File: src/rtl/mem_stall_ctrl_if.sv
// Data-memory bus between the MEM-stage stall controller (master) and memory (slave).
// Handshake: mem_req_o rises and is held with a stable mem_we_o until memory returns a one-cycle mem_ack_i pulse; mem_rdata_i is valid only in that ack cycle.
interface mem_stall_ctrl_if #(
    parameter int DATA_W = 32
);
    logic              mem_req_o;
    logic              mem_we_o;
    logic              mem_ack_i;
    logic [DATA_W-1:0] mem_rdata_i;

    modport master (
        output mem_req_o,
        output mem_we_o,
        input  mem_ack_i,
        input  mem_rdata_i
    );

    modport slave (
        input  mem_req_o,
        input  mem_we_o,
        output mem_ack_i,
        output mem_rdata_i
    );
endinterface

File: src/rtl/mem_stall_ctrl.sv
// MEM-stage memory access sequencer and global pipeline-advance enable.
// Define MEM_STALL_PERF_EN to build the saturating stall-cycle counter on stall_cnt_o.
module mem_stall_ctrl #(
    parameter int DATA_W  = 32,
    parameter int TIMEOUT = 16,
    parameter int CNT_W   = $clog2(TIMEOUT + 1)
) (
    input  logic               clk_i,
    input  logic               rst_i,
    input  logic               start_i,
    input  logic               MemRead_i,
    input  logic               MemWrite_i,
    mem_stall_ctrl_if.master   mem,
    output logic               pipe_en_o,
    output logic [DATA_W-1:0]  rdata_o,
    output logic               err_o,
    output logic [31:0]        stall_cnt_o,
    output logic [1:0]         state_o
);

    typedef enum logic [1:0] {
        IDLE   = 2'd0,
        ACCESS = 2'd1,
        DONE   = 2'd2,
        ERR    = 2'd3
    } state_t;

    state_t            state;
    logic [CNT_W-1:0]  cnt;
    logic              memop;

    assign memop   = MemRead_i | MemWrite_i;
    assign state_o = state;

    always_ff @(posedge clk_i or negedge rst_i) begin
        if (!rst_i) begin
            state         <= IDLE;
            cnt           <= '0;
            mem.mem_req_o <= 1'b0;
            mem.mem_we_o  <= 1'b0;
            rdata_o       <= '0;
            err_o         <= 1'b0;
        end else begin
            case (state)
                IDLE: begin
                    if (start_i && memop) begin
                        state         <= ACCESS;
                        mem.mem_req_o <= 1'b1;
                        mem.mem_we_o  <= MemWrite_i;
                        cnt           <= '0;
                    end
                end
                ACCESS: begin
                    cnt <= cnt + 1'b1;
                    // Ack wins even on the last allowed cycle.
                    if (mem.mem_ack_i) begin
                        state         <= DONE;
                        mem.mem_req_o <= 1'b0;
                        if (!mem.mem_we_o) rdata_o <= mem.mem_rdata_i;
                    end else if (cnt == CNT_W'(TIMEOUT - 1)) begin
                        state         <= ERR;
                        mem.mem_req_o <= 1'b0;
                        err_o         <= 1'b1;
                    end
                end
                DONE: begin
                    // The pipeline advances on this edge, so the finished op leaves EX/MEM.
                    if (start_i) state <= IDLE;
                end
                ERR: begin
                    state <= ERR;
                end
                default: state <= IDLE;
            endcase
        end
    end

    always_comb begin
        pipe_en_o = 1'b0;
        case (state)
            IDLE:    pipe_en_o = start_i & ~memop;
            DONE:    pipe_en_o = start_i;
            default: pipe_en_o = 1'b0;
        endcase
    end

`ifdef MEM_STALL_PERF_EN
    always_ff @(posedge clk_i or negedge rst_i) begin
        if (!rst_i) begin
            stall_cnt_o <= '0;
        end else if (start_i && !pipe_en_o && (stall_cnt_o != 32'hFFFF_FFFF)) begin
            stall_cnt_o <= stall_cnt_o + 32'd1;
        end
    end
`else
    assign stall_cnt_o = '0;
`endif

endmodule

File: src/flat_wrapper.sv
// flat-port wrapper written by rule: the top's interface ports become plain ports
module mem_stall_ctrl_flat 
#(
    parameter int DATA_W  = 32,
    parameter int TIMEOUT = 16,
    parameter int CNT_W   = $clog2(TIMEOUT + 1)
)
  (clk_i, rst_i, start_i, MemRead_i, MemWrite_i, pipe_en_o, rdata_o, err_o, stall_cnt_o, state_o, mem_mem_req_o, mem_mem_we_o, mem_mem_ack_i, mem_mem_rdata_i);
  mem_stall_ctrl_if #(.DATA_W(DATA_W)) mem_i ();
  input  logic clk_i;
  input  logic rst_i;
  input  logic start_i;
  input  logic MemRead_i;
  input  logic MemWrite_i;
  output logic pipe_en_o;
  output logic [DATA_W-1:0] rdata_o;
  output logic err_o;
  output logic [31:0] stall_cnt_o;
  output logic [1:0] state_o;
  output wire logic [$bits(mem_i.mem_req_o)-1:0] mem_mem_req_o;
  output wire logic [$bits(mem_i.mem_we_o)-1:0] mem_mem_we_o;
  input wire logic [$bits(mem_i.mem_ack_i)-1:0] mem_mem_ack_i;
  input wire logic [$bits(mem_i.mem_rdata_i)-1:0] mem_mem_rdata_i;
  assign mem_mem_req_o = mem_i.mem_req_o;
  assign mem_mem_we_o = mem_i.mem_we_o;
  assign mem_i.mem_ack_i = mem_mem_ack_i;
  assign mem_i.mem_rdata_i = mem_mem_rdata_i;
  mem_stall_ctrl #(.DATA_W(DATA_W), .TIMEOUT(TIMEOUT), .CNT_W(CNT_W)) u_core (.clk_i(clk_i), .rst_i(rst_i), .start_i(start_i), .MemRead_i(MemRead_i), .MemWrite_i(MemWrite_i), .mem(mem_i), .pipe_en_o(pipe_en_o), .rdata_o(rdata_o), .err_o(err_o), .stall_cnt_o(stall_cnt_o), .state_o(state_o));
endmodule
File: config.mk
export PLATFORM = sky130hd
export DESIGN_NAME = mem_stall_ctrl_flat
export DESIGN_NICKNAME = d
export VERILOG_FILES = /design/src/rtl/mem_stall_ctrl_if.sv /design/src/rtl/mem_stall_ctrl.sv /design/src/flat_wrapper.sv
export SDC_FILE = /design/constraint.sdc
export NUM_CORES = 1
export LEC_CHECK = 0
export CAP_MARGIN = 25
export CORE_MARGIN = 10
export CORE_UTILIZATION = 40
export CTS_BUF_LIST = sky130_fd_sc_hd__clkbuf_4 sky130_fd_sc_hd__clkbuf_8
export DETAILED_ROUTE_END_ITERATION = 7
export PLACE_DENSITY = 0.93
export SLEW_MARGIN = 10
export SYNTH_ARGS = -nofsm -noshare
export SYNTH_HDL_FRONTEND = slang
export SYNTH_SLANG_ARGS = --single-unit
File: constraint.sdc
create_clock -name clk_i -period 2.3 [get_ports clk_i]
set_clock_uncertainty 0.15 [all_clocks]
set_input_delay 0.23 -clock clk_i [delete_from_list [all_inputs] [get_ports clk_i]]
set_output_delay 0.23 -clock clk_i [all_outputs]
set_load 0.05 [all_outputs]
# == Word-level counts from Yosys, hierarchy flattened ==
# Cells that the tools add are included.
# Widths: inputs -> output; s select.
# totals
regBits,42
latchBits,0
mem_bits_rw,0
mem_bits_ro,0
in_bits,38
out_inout_bits,70
word_cells,40
memories,0
# classes
add_sub_neg,1
multipliers,0
div_mod_pow,0
n_lt_le_gt_ge,0
n_eq_ne,7
shifts,0
mux,12
bitwise_logic,5
reduce_logical,9
# op_table
operator,n
$reduce_and 3->1,4
$pmux 5 s2,1
$mux 2,4
$pmux 2 s4,1
$add 5x1->5 const B,1
$eq 5x4->1 const B,1
$mux 5,1
$eq 2x2->1 const B,2
$pmux 1 s2,2
$reduce_and 2->1,2
$mux 1,3
$ne 3x2->1 const B,1
$not 1->1,3
$eq 2x1->1 const B,1
$logic_not 2->1,1
$ne 2x1->1 const B,1
$ne 2x2->1 const B,1
$reduce_bool 2->1,1
$and 1x1->1,1
$logic_and 1x1->1,1
$or 1x1->1,1

# == Logic depth before layout (Yosys ltp) ==
# Gate-level depths: netlist of the first run.
# logic_depth
word_depth,4
mapped_depth,6
mapped_depth_nobuf,6

# == Worst setup path after synthesis of the first run ==
# OpenSTA, ideal clock, no wires.
# synth_timing
path_type,register to output
startpoint,"register u_core.state[0], in the netlist u_core.state_o[0]"
endpoint,output port pipe_en_o
arrival_ns,1.656
path_slack_ns,0.264
stages_incl_launch_ff,4
path_buffers,1
cell_sequence,dfrtp_1 clkbuf_1 nand2b_1 nor2_1
# synth_via
elab_chain_len,2
elab_cells_between_ends,3
# synth_lines
item,line,source
"start, declared",mem_stall_ctrl.sv:28,state_t state;
"start signal, assigned",mem_stall_ctrl.sv:37,state <= IDLE;
"start signal, assigned",mem_stall_ctrl.sv:47,state <= ACCESS;
"start signal, assigned",mem_stall_ctrl.sv:57,state <= DONE;
$eq 2x2->1 / $logic_not 2->1 (equally long branches),mem_stall_ctrl.sv:80,case (state)
$pmux 1 s2 *,mem_stall_ctrl.sv:80,
"end, declared",flat_wrapper.sv:15,output logic pipe_en_o;
# Mark *: on every way between the ends. The rest lies on a longest branch, timed or not.

# == Final worst setup path of the first run ==
# layout_timing
startpoint,"register u_core.state[0], in the netlist u_core.state_o[0]"
endpoint,output port state_o[0]
# layout_rtl
item,line,source
"end, declared",flat_wrapper.sv:19,output logic [1:0] state_o;
# No word-level cell between the ends.

==> reports/results.txt, run 1 <==
# diodes = 0
most frequent cell after synthesis = dfrtp_1
Remaining DRCs = 0
clock tree root driver cell = clkbuf_8
vias per std cell = 4.36
top_reg_cell synth = dfrtp_1
Synth Warn # = 0
synthesis-to-layout area growth = 41.3%
status = finished, final reports clean
Die H = 90.1 µm
final setup violation count = 0
NetSw = 2.15 mW
CTS buffer count = 5
critical path arrival = 1740 ps
FMAX = 471 MHz
synthesized flop and latch total = 42
drt first pass iters = 4
largest net degree at the start of global routing = 43
chip width = 90.1 µm
largest stage delay on the critical path = 880 ps
max_cap viols = 0
synth unique cells = 28
most frequent cells after synthesis = 42 x dfrtp_1, 32 x buf_4, 30 x mux2_2
Power Dens Cells = 1640 nW/µm²
Post-CTS Setup Inserts = 0
P_int = 2.40 mW
I/O Pins = 108
H-tree depth = 2
Hold Path Class = flop to flop
worst setup path category = flop to primary output
Area contributors post-synth = dfrtp_1 54%, mux2_2 17%, buf_4 12%
Final Hold Fails = 0
CP Max Fanout = 12
routed len/inst = 15.6 µm
final WL = 4680 µm
vias in the first global route = 1452
Worst-Skew Late Latency = 280 ps
Die Footprint = 8110 µm²
Reg power frac = 29.4%
Startpoint Class = flop
number of synthesized flops with an enable pin = 0
Post-DP HPWL = 3680 µm
top cell type by total area after synthesis = dfrtp_1
Logic pwr share = 57.7%
Worst Path Buf+Inv = 1
post-synthesis sequential area ratio = 53.5%
fin crit share = 92.2%
Synth Instances = 151
Net Sw Frac = 47.2%
Worst Max-Slew Pin Slew = 531 ps
Worst Setup End Kind = primary output
initial core utilization = 41.3%
CTS tree = done
clock sink count = 42
Slew Viols, Final = 0
Synth top area share = 53.5%
Max Buffers Root-to-Sink = 2
Relative slew margins = 64.6%
setup_tns = 0 ps
FFs w/ async S/R, synth = 100%
Final GP Congestion = 0.711
Antenna Nets Post-Route = 0
Total GRT Usage = 11.3%
# fillers = 435
layout cell share with drive strength beyond 1 = 19.8%
initial DRC count = 26
first-pass GRT wire length = 7500 µm
fin nets = 272
RSZ-0062 raised after global routing = false
Pwr Total = 4.54 mW
routed vias = 1305
leakage power figure = 1.21 nW
Clk network pwr share = 12.9%
Worst EP required = 1920 ps
PortBufs = 75
Netlist Area Pre-Place = 1960 µm²
VDD IR max = 0.692 mV
clock-pin slew on the worst setup and hold paths = 80 ps
Avg Cell Area, Syn = 13.0 µm²
crit-path cells = clkdlybuf4s50_1
Min Clock Period, post-route = 2120 ps
Crit path max-delay family = buffers and inverters
critical path's slowest cell = clkdlybuf4s50_1
aggregate global routing overflow = 0
Site Rows = 25
initial antenna violation count = 0
Core ar. = 4750 µm²
==> power groups by stage <==
stage / clock, mW / sequential (mW) / combinational (mW)
detailed placement: 0 / 1.35 / 2.65
global placement: 0 / 1.33 / 2.60
finish: 0.586 / 1.33 / 2.62
floorplan: 0 / 2.43 / 0.723
CTS: 0.609 / 1.34 / 2.65
global route: 0.646 / 1.39 / 2.74
==> through the flow <==
step	cell area (µm²)	worst slack, ps	instances	hold WS (ps)	util (%)
6_report	2770	178	299	342	58.3
5_1_grt	2770	69.7	299	363	58.3
4_1_cts	2770	134	299	347	58.3
3_5_place_dp	2650	294	291	179	55.8
3_3_place_gp	2650	363	291	176	55.8
2_1_floorplan	2080	264	182	-216	-
==> state kept, by name (all words and copies together), names as in the netlist <==
register and count:
u_core.rdata_o 32, u_core.cnt 5, u_core.state_o 2, u_core.err_o 1, u_core.mem.mem_req_o 1, u_core.mem.mem_we_o 1
==> placed cells by master (no fill, tap or decap), types with 2 or more instances in the layout <==
cell,n
clkbuf_8,6
nand2_1,7
dfrtp_1,42
conb_1,32
xnor2_1,2
mux2_2,30
inv_1,2
buf_4,4
nor2_1,2
ha_1,2
clkdlybuf4s50_1,73
o2bb2ai_1,2
nand2b_1,5
mux2_1,2
o21ai_0,5
==> cell families (layout without fill, tap and decap cells) <==
| group | after synthesis | count (layout) | synth area share [%] |
|---|---|---|---|
| adders and majority gates | 2 | 2 | 1.27 |
| AOI/OAI and AO/OA | 13 | 13 | 4.59 |
| xor gates and xnor gates | 2 | 2 | 0.892 |
| DFF | 42 | 42 | 53.5 |
| and+or+nand+nor | 21 | 21 | 6.63 |
| buffers and inverters | 38 | 88 | 14.5 |
| muxes | 32 | 32 | 18.4 |
| other | 1 | 32 | 0.191 |
==> final timing paths <==
| path | from | endpoint | slack (ps) | depth (start not counted) |
|---|---|---|---|---|
| worst max-delay path | u_core.state_o[0] | state_o[0] | 180 | 1 |
| worst min-delay path | u_core.rdata_o[8] | u_core.rdata_o[8] | 340 | 1 |
| worst max register to register | u_core.state_o[0] | u_core.rdata_o[11] | 550 | 4 |
| worst min register to register | u_core.rdata_o[8] | u_core.rdata_o[8] | 340 | 1 |
| max in group asynchronous | rst_i | u_core.state_o[0] | 1250 | 3 |
| min in group asynchronous | rst_i | u_core.rdata_o[27] | 400 | 3 |
==> routing by layer <==
layer	part of all wire, %	global-route usage, %
met5	0	0
met4	0.49	2.39
met3	7.5	5.24
met2	47	18.5
met1	45	13.2
==> final cells by class <==
cell class                      instances  area [µm²]  share of cell area (%)
Sequential cell                        42        1050                    37.9
Inverter                                2        7.51                   0.271
Clock buffer                            6        82.6                    2.98
Timing Repair Buffer                   79         776                    28.0
Clock inverter                          1        30.0                    1.08
Multi-Input combinational cell        102         743                    26.8
Tap cell                               67        83.8                    3.02
==> what timing repair did <==
| action | in CTS | in global routing |
|---|---|---|
| resized for setup | 0 | 0 |
| hold buffers | 1 | 0 |
| endpoints found under the hold margin | 42 | 0 |
| endpoints found under the setup margin | 0 | 0 |
No activity file was read; power rests on OpenSTA's default activity.
==> run 2: changes to the inputs <==
CORE_UTILIZATION = 44   (was 40)
DONT_BUFFER_PORTS = 1   (was unset)
PLACE_DENSITY = 0.69   (was 0.93)
==> reports/results.txt, run 2 (same netlist as run 1, synthesis figures left out) <==
CTS tree = done
worst setup path category = flop to flop
Post-CTS Setup Inserts = 0
crit path capture = u_core.mem.mem_we_o
critical path arrival = 2000 ps
M1 wire length = 1580 µm
Total GRT Usage = 12.6%
most frequent cells in the layout = 42 x dfrtp_1, 37 x dlygate4sd3_1, 32 x conb_1
Die Footprint = 7530 µm²
I/O Pins = 108
initial DRC count = 32
routed len/inst = 18.5 µm
post-CTS resize count = 0
max reg flops = 32
clock-pin slew on the worst setup and hold paths = 80 ps
Worst Max-Slew Pin Slew = 517 ps
fin crit share = 86.1%
Die H = 86.8 µm
first-pass GRT wire length = 7510 µm
Worst Setup End Kind = flop
Final Hold Fails = 0
setup_tns = 0 ps
leakage power figure = 1.09 nW
# diodes = 0
FMAX = 505 MHz
Worst-Skew Late Latency = 280 ps
commonest non-fill, non-tap cell in the layout = dfrtp_1
VDD IR max = 0.629 mV
max_cap viols = 0
DR WL met2 = 2390 µm
largest net degree at the start of global routing = 43
PortBufs = 0
fin nets = 236
r2r setup slk = 320 ps
final setup violation count = 0
Remaining DRCs = 0
CTS buffer count = 5
RSZ-0062 raised after global routing = false
Power Dens Cells = 1650 nW/µm²
vias in the first global route = 1291
# fillers = 352
RR Endpoint = u_core.mem.mem_we_o
Antenna Nets Post-Route = 0
aggregate global routing overflow = 0
worst setup path startpoint = u_core.state_o[0]
Max Buffers Root-to-Sink = 2
Top Metal Used = met4
Slew Viols, Final = 0
Biggest register = u_core.rdata_o
Min Clock Period, post-route = 1980 ps
Worst EP required = 2320 ps
Post-DP HPWL = 3310 µm
Final GP Congestion = 0.655
initial core utilization = 45.4%
H-tree depth = 2
met3 WL = 559 µm
routed vias = 1173
layout cell share with drive strength beyond 1 = 24.4%
Relative slew margins = 65.5%
vias per std cell = 4.71
clock tree root driver cell = clkbuf_8
Worst Reg2Reg Path Length in Cells = 5
initial antenna violation count = 0
Hold Path Class = primary input to flop
clock sink count = 42
Site Rows = 24
fin util = 55.7%
CP Max Fanout = 11
Startpoint Class = flop
status = finished, final reports clean
Worst R2R Start = u_core.state_o[0]
chip width = 86.8 µm
drt first pass iters = 4
Core ar. = 4320 µm²
final WL = 4610 µm
synthesis-to-layout area growth = 22.7%
run 2: cell count changes in the layout (fill, tap and decap cells not counted):
cell,delta
buf_2,-1
clkdlybuf4s50_1,-73
buf_4,+1
buf_12,+1
clkbuf_8,-1
clkbuf_4,+2
dlygate4sd3_1,+36
run 2: routing by layer:
metal	vias up	global-route usage, %
met5	-	0
met4	0	4.42
li1	537	-
met1	565	12.8
met3	6	6.29
met2	65	21.9
run 2: where the power goes:
part	switching [mW]	internal (mW)	leakage [nW]
logic	0.524	0.469	0.522
clock network	0.231	0.348	0.0593
registers	1.33	1.08	0.510
run 2: layout make-up:
type | instances | area, µm² | area share, %
tap | 52 | 65.1 | 2.70
clock inverter | 1 | 30.0 | 1.25
sequential | 42 | 1050 | 43.6
multi-input combinational | 102 | 743 | 30.9
clock buffer | 7 | 83.8 | 3.48
inverter | 2 | 7.51 | 0.312
timing repair buffer | 43 | 428 | 17.8
run 2: worst min-delay path by stage:
stage	startpoint	end	slack [ps]	depth (start not counted)
CTS	mem_mem_ack_i	u_core.mem.mem_req_o	20	3
detailed placement	rst_i	u_core.rdata_o[22]	-210	0
global route	mem_mem_ack_i	u_core.mem.mem_req_o	40	3
finish	mem_mem_ack_i	u_core.mem.mem_req_o	30	3
floorplan	rst_i	u_core.cnt[0]	-220	0
global placement	rst_i	u_core.rdata_o[13]	-210	0
run 2: timing repair:
action	CTS	global route
endpoints found under the setup margin	0	0
hold buffers	38	0
hold endpoints to repair	78	0
run 2: through the flow:
stage                     setup slack [ps]  hold slack (ps)  total power, mW  cell area, µm²  std cells
final                                  320             27.8             3.98            2410        249
after detailed placement               588             -214             3.35            1900        203
after floorplan                        264             -216             3.15            2080        182
after global placement                 665             -214             3.27            1900        203
after CTS                              303             17.3             4.01            2410        249
after global routing                   223             41.4             4.18            2410        249
run 2: worst max-delay path, stage by stage (launching register included):
cell and delay (ps):
dfrtp_1 420, buf_4 230, nor3b_1 270, nand2_1 90, a22o_1 170, dlygate4sd3_1 540
